[config.mk]
export PLATFORM = sky130hd
export DESIGN_NAME = pipe_stage_skid
export DESIGN_NICKNAME = d
export VERILOG_FILES = /design/src/rtl/pipe_stage_skid.sv
export SDC_FILE = /design/constraint.sdc
export NUM_CORES = 1
export LEC_CHECK = 0
export CORE_ASPECT_RATIO = 0.8
export CORE_MARGIN = 3
export CORE_UTILIZATION = 50
export DETAILED_ROUTE_END_ITERATION = 12
export PLACE_DENSITY = 0.8
export SYNTH_ARGS = -nofsm -noshare
export SYNTH_HDL_FRONTEND = slang
export SYNTH_SLANG_ARGS = --single-unit
export TNS_END_PERCENT = 10
[constraint.sdc]
create_clock -name clk -period 2.5 [get_ports clk]
set_input_delay 0.375 -clock clk [delete_from_list [all_inputs] [get_ports clk]]
set_output_delay 0.375 -clock clk [all_outputs]
set_load 0.01 [all_outputs]
[src/rtl/pipe_stage_skid.sv]
// Pipeline stage register with an optional two-entry skid buffer, flush/stall control,
// occupancy reporting and a saturating output-bubble counter.
module pipe_stage_skid #(
    parameter int DATA_W = 32,
    parameter int CTRL_W = 8,
    parameter int SKID   = 1,
    parameter int CNT_W  = 16
) (
    input  logic              clk,
    input  logic              rst,
    input  logic              flush,
    input  logic              stall,
    input  logic              in_valid,
    output logic              in_ready,
    input  logic [DATA_W-1:0] in_data,
    input  logic [CTRL_W-1:0] in_ctrl,
    output logic              out_valid,
    input  logic              out_ready,
    output logic [DATA_W-1:0] out_data,
    output logic [CTRL_W-1:0] out_ctrl,
    output logic [1:0]        occupancy,
    output logic [CNT_W-1:0]  bubble_cnt
);

    typedef enum logic [1:0] {
        EMPTY = 2'd0,
        ONE   = 2'd1,
        TWO   = 2'd2
    } state_t;

    state_t            state, state_next;
    logic [DATA_W-1:0] main_data, main_data_next, skid_data, skid_data_next;
    logic [CTRL_W-1:0] main_ctrl, main_ctrl_next, skid_ctrl, skid_ctrl_next;
    logic              accept, drain;

    assign out_valid = (state != EMPTY);
    assign drain     = out_valid & out_ready & ~stall;
    assign accept    = in_valid & in_ready;
    assign occupancy = state;
    assign out_data  = out_valid ? main_data : '0;
    assign out_ctrl  = out_valid ? main_ctrl : '0;

    // With the skid slot, in_ready comes straight from a flop so upstream never
    // sees a path from out_ready or stall.
    generate
        if (SKID != 0) begin : g_skid_ready
            logic ready_q;
            always_ff @(posedge clk) begin
                if (rst)
                    ready_q <= 1'b1;
                else
                    ready_q <= (state_next != TWO);
            end
            assign in_ready = ready_q;
        end else begin : g_comb_ready
            assign in_ready = (state == EMPTY) | drain;
        end
    endgenerate

    always_comb begin
        state_next     = state;
        main_data_next = main_data;
        main_ctrl_next = main_ctrl;
        skid_data_next = skid_data;
        skid_ctrl_next = skid_ctrl;
        if (flush) begin
            state_next     = EMPTY;
            main_data_next = '0;
            main_ctrl_next = '0;
            skid_data_next = '0;
            skid_ctrl_next = '0;
        end else begin
            case (state)
                EMPTY: begin
                    if (accept) begin
                        state_next     = ONE;
                        main_data_next = in_data;
                        main_ctrl_next = in_ctrl;
                    end
                end
                ONE: begin
                    if (accept && drain) begin
                        main_data_next = in_data;
                        main_ctrl_next = in_ctrl;
                    end else if (accept && SKID != 0) begin
                        state_next     = TWO;
                        skid_data_next = in_data;
                        skid_ctrl_next = in_ctrl;
                    end else if (drain) begin
                        state_next     = EMPTY;
                        main_data_next = '0;
                        main_ctrl_next = '0;
                    end
                end
                TWO: begin
                    if (drain) begin
                        state_next     = ONE;
                        main_data_next = skid_data;
                        main_ctrl_next = skid_ctrl;
                        skid_data_next = '0;
                        skid_ctrl_next = '0;
                    end
                end
                default: begin
                    state_next = EMPTY;
                end
            endcase
        end
    end

    always_ff @(posedge clk) begin
        if (rst) begin
            state     <= EMPTY;
            main_data <= '0;
            main_ctrl <= '0;
            skid_data <= '0;
            skid_ctrl <= '0;
        end else begin
            state     <= state_next;
            main_data <= main_data_next;
            main_ctrl <= main_ctrl_next;
            skid_data <= skid_data_next;
            skid_ctrl <= skid_ctrl_next;
        end
    end

    // Bubble count ignores flush on purpose: it measures lost output slots.
    always_ff @(posedge clk) begin
        if (rst)
            bubble_cnt <= '0;
        else if (!out_valid && bubble_cnt != '1)
            bubble_cnt <= bubble_cnt + 1'b1;
    end

endmodule

==> run summary <==
Of the cells placed in the final design, the portion with a size suffix greater than 1 is 16.5%. The final worst setup slack came out at 0.108 ns. Once the floorplan was initialized, standard cells occupied 52.1% of the core. For this run, the leading register cell type out of synthesis is sky130_fd_sc_hd__dfxtp_1.

The number of max-cap violations is 0. After detailed routing, the number of remaining DRC violations is 0. Summed over all cells, the static leakage comes to 2.06 nW. The count of TritonRoute iterations in the first routing pass is 4. The slowest stage of the critical path belongs to the cell sky130_fd_sc_hd__clkdlybuf4s50_1. The final route contains 3869 vias. In this run the horizontal extent of the chip is 112 um. The number of different library cells used by synthesis comes to 50.

Setup repair after global routing left no endpoint under its margin. Growth of design area from synthesis to finish: 32.3%. The worst setup path is launched from a flip-flop. The logs give 0 for the remaining antenna violation count after routing and 5920 sq um for the area of all placed cells without fillers.

Measured against the total synthesized area, the mux share comes to 0.727%. The synthesized netlist devotes 21.2% of its cell area to simple gates. After synthesis the netlist holds a flip-flop and latch count of 99. Entering global routing, the biggest net connects 53 pins. Routability-driven placement finished with a final weighted congestion of 0.883. The proportion of synthesized flip-flops having asynchronous set or reset was 0%. The floorplan step defined a die boundary enclosing 10100 sq um.

The final-layout fill cell count was 658; the average cell area after synthesis was 10.0 sq um. The worst setup slack after placement was -0.206 ns; the number of global-route vias before repair was 3873. The classification of the worst setup path was reg -> out.

The tools report the initial antenna violation count as 0. The run finished with clean final reports. The class of the most critical hold timing path is reg -> reg. The first routing iteration left 267 violations.

For the summed negative setup slack over all endpoints, the log shows 0 ns. The clock passes through at most 2 buffers. Global routing finished with a remaining overflow of 0. The tools report the post-synthesis instance total as 447.

The worst relative slew slack is 21.6%, and the number of nets in the layout is 597. The tools report the proportion of synthesized chip area in sequential cells as 44.3%. For the worst setup path, the data required time is 2.12 ns. The synthesized netlist devotes 26.6% of its cell area to compound gates. In this run the number of H-tree levels came out at 3. The buffer type at the clock tree root is sky130_fd_sc_hd__clkbuf_8.

The number of enable flip-flop cells after synthesis works out to 0. The core region is 8600 sq um. TritonCTS built the clock tree. The xor/xnor share of the synthesized area came out at 0.196%. The worst path buffer plus inverter count is 3, and the transition time at the pin with the least slew margin is 1.18 ns. Adder and majority gate portion of the synthesized area: 1.90%.

The first global-routing pass estimated 19600 um of wire. The total power density per cell area came out at 528 nW/um^2. The number of buffers created by CTS was 9; the number of port buffers was 105. During synthesis, Yosys emitted a total of 0 warnings. Across the VDD grid, the largest voltage drop is 0.257 mV. The run gives 106 as the count of boundary I/O pins. Across the routed clock network, the largest skew measured is 0.0156 ns.

The peak clock frequency supported by timing was 418 MHz; the period utilization was 95.7%. The floorplan has 30 rows. Number of antenna repair diodes: 0. Setup violations remaining at the end of the flow were counted as 0.

The biggest cell delay along the critical path is 0.56 ns, and the final hold slack is 0.492 ns. For the sum of routed wire length over all layers, the log shows 11500 um. The logs give 0 for the max-slew violation total from the final report and 23.3% for the global router's overall resource usage.

The largest delay contributor family on the critical path is buffers and inverters. CTS saw 99 sinks. The highest fanout seen on the critical path was 52. The number of endpoints with negative hold slack in the final report came out at 0.

After synthesis, the largest family of logic cells by area is compound AO/OA/AOI/OAI gates. The number of vias per cell came out at 5.84. The tools report the critical path capture point type as an output pin. The run gives 499 as the synthesized netlist net count. Arrival time of the worst setup path: 2.02 ns. Traced cell by cell, the critical path runs through inv_1 -> ha_2 -> buf_8 -> nor2b_1 -> clkdlybuf4s50_1. After clock tree synthesis, the clock-pin slew on the worst setup and hold paths is 0.09 ns. The worst path in the final design needs a cycle of 2.39 ns, including I/O delays and setup.

The vertical die dimension is 90.6 um, and the clock network latency to the later pin of the worst-skew pair is 0.36 ns. The mapped netlist covers 4480 sq um. After detailed routing, the average wire length per cell comes to 17.4 um. In this run the cell area measured after placement is 5720 sq um. Once detailed placement completed, the half-perimeter wirelength came to 7810 um.
final timing paths:
check | from | endpoint | slack (ns) | cells after the start
setup / recovery | occupancy[0] | out_data[30] | 0.11 | 5
hold / removal | main_data[8] | main_data[8] | 0.49 | 2
setup reg to reg | occupancy[0] | main_data[14] | 0.25 | 6
hold reg to reg | main_data[8] | main_data[8] | 0.49 | 2
report_power, final:
| group | leakage [nW] | total [mW] | switching, mW | internal, mW |
|---|---|---|---|---|
| combinational | 1.18 | 0.511 | 0.259 | 0.251 |
| clock | 0.0815 | 0.958 | 0.562 | 0.396 |
| sequential | 0.804 | 1.66 | 0.0310 | 1.63 |
| total | 2.06 | 3.13 | 0.853 | 2.27 |
through the flow:
stage / total power, mW / util [%] / cells
finish: 3.13 / 68.9 / 662
global route: 3.26 / 68.9 / 662
CTS: 3.15 / 68.9 / 662
detailed placement: 2.20 / 66.5 / 646
global placement: 2.19 / 66.5 / 646
floorplan: 1.98 / - / 447
flip-flops by register name (all words and copies together), names as in the netlist:
name	count
skid_ctrl	8
skid_data	32
bubble_cnt	16
main_ctrl	8
main_data	32
in_ready	1
occupancy	2
final cells by class:
| cell class | instances | area, sq um | area share [%] |
|---|---|---|---|
| flip-flops and latches | 99 | 1980 | 33.5 |
| well taps | 112 | 140 | 2.37 |
| multi-input cells | 302 | 2330 | 39.3 |
| clock inverters | 6 | 47.5 | 0.803 |
| clock buffers | 10 | 138 | 2.32 |
| inverters | 8 | 30.0 | 0.507 |
| repair buffers | 125 | 1260 | 21.3 |
worst min-delay path, stage by stage (launching register included):
cell	delay, ns
sky130_fd_sc_hd__dfxtp_1	0.32
sky130_fd_sc_hd__nor2_1	0.09
sky130_fd_sc_hd__nor3_1	0.05
repair_timing:
| action | in CTS | in global routing |
|---|---|---|
| buffers inserted | 0 | 0 |
| setup endpoints to repair | 43 | 42 |
| hold buffers | 0 | 0 |
| endpoints found under the hold margin | 0 | 0 |
| resized for setup | 3 | 3 |
| pin swaps | 0 | 0 |
per-layer routing:
metal | share of wire (%) | wire length [um] | track usage, %
met1 | 46 | 5280 | 32.5
met2 | 47 | 5400 | 37.3
met3 | 6.4 | 732 | 4.35
met4 | 0.84 | 97 | 6.18
met5 | 0 | 0 | 0
cells in the mapped netlist, types with 3 or more instances:
cell / number / share of area (%)
sky130_fd_sc_hd__dfxtp_1: 99 / 44
sky130_fd_sc_hd__nor2_1: 45 / 3.8
sky130_fd_sc_hd__nor3_1: 43 / 4.8
sky130_fd_sc_hd__nor2b_1: 42 / 5.9
sky130_fd_sc_hd__a221oi_2: 41 / 14
sky130_fd_sc_hd__a22o_1: 40 / 7.8
sky130_fd_sc_hd__clkbuf_1: 20 / 1.7
sky130_fd_sc_hd__buf_2: 10 / 1.1
sky130_fd_sc_hd__nand2_1: 10 / 0.84
sky130_fd_sc_hd__inv_1: 8 / 0.67
sky130_fd_sc_hd__a21oi_1: 7 / 0.78
sky130_fd_sc_hd__ha_1: 6 / 1.7
sky130_fd_sc_hd__nand3_1: 6 / 0.67
sky130_fd_sc_hd__nand4_1: 6 / 0.84
sky130_fd_sc_hd__nor4_1: 5 / 0.70
sky130_fd_sc_hd__and2_1: 4 / 0.56
sky130_fd_sc_hd__buf_4: 4 / 0.67
sky130_fd_sc_hd__buf_6: 4 / 1.0
sky130_fd_sc_hd__o21ai_0: 3 / 0.34
sky130_fd_sc_hd__o21ai_1: 3 / 0.34
sky130_fd_sc_hd__o31ai_1: 3 / 0.50
sky130_fd_sc_hd__or4_1: 3 / 0.50
cells by family after synthesis:
logic type | count (synthesis)
buffers and inverters | 46
and+or+nand+nor | 178
DFF | 99
adders and majority gates | 7
xor gates and xnor gates | 1
AOI/OAI and AO/OA | 113
muxes | 3
placed cells by master (no fill, tap or decap), types with 4 or more instances in the layout:
master and count:
sky130_fd_sc_hd__a21oi_1 7, sky130_fd_sc_hd__inv_1 8, sky130_fd_sc_hd__clkbuf_8 10, sky130_fd_sc_hd__clkinvlp_4 4, sky130_fd_sc_hd__dfxtp_1 98, sky130_fd_sc_hd__buf_4 15, sky130_fd_sc_hd__buf_12 4, sky130_fd_sc_hd__nor3_1 43
sky130_fd_sc_hd__clkdlybuf4s50_1 105, sky130_fd_sc_hd__nor2b_1 41, sky130_fd_sc_hd__a22o_1 40, sky130_fd_sc_hd__a221oi_2 40, sky130_fd_sc_hd__ha_1 5, sky130_fd_sc_hd__nor4_1 4, sky130_fd_sc_hd__nand3_1 6, sky130_fd_sc_hd__nand2_1 10
sky130_fd_sc_hd__nand4_1 6, sky130_fd_sc_hd__nor2_1 45
Power figures use the tool's default switching activity.
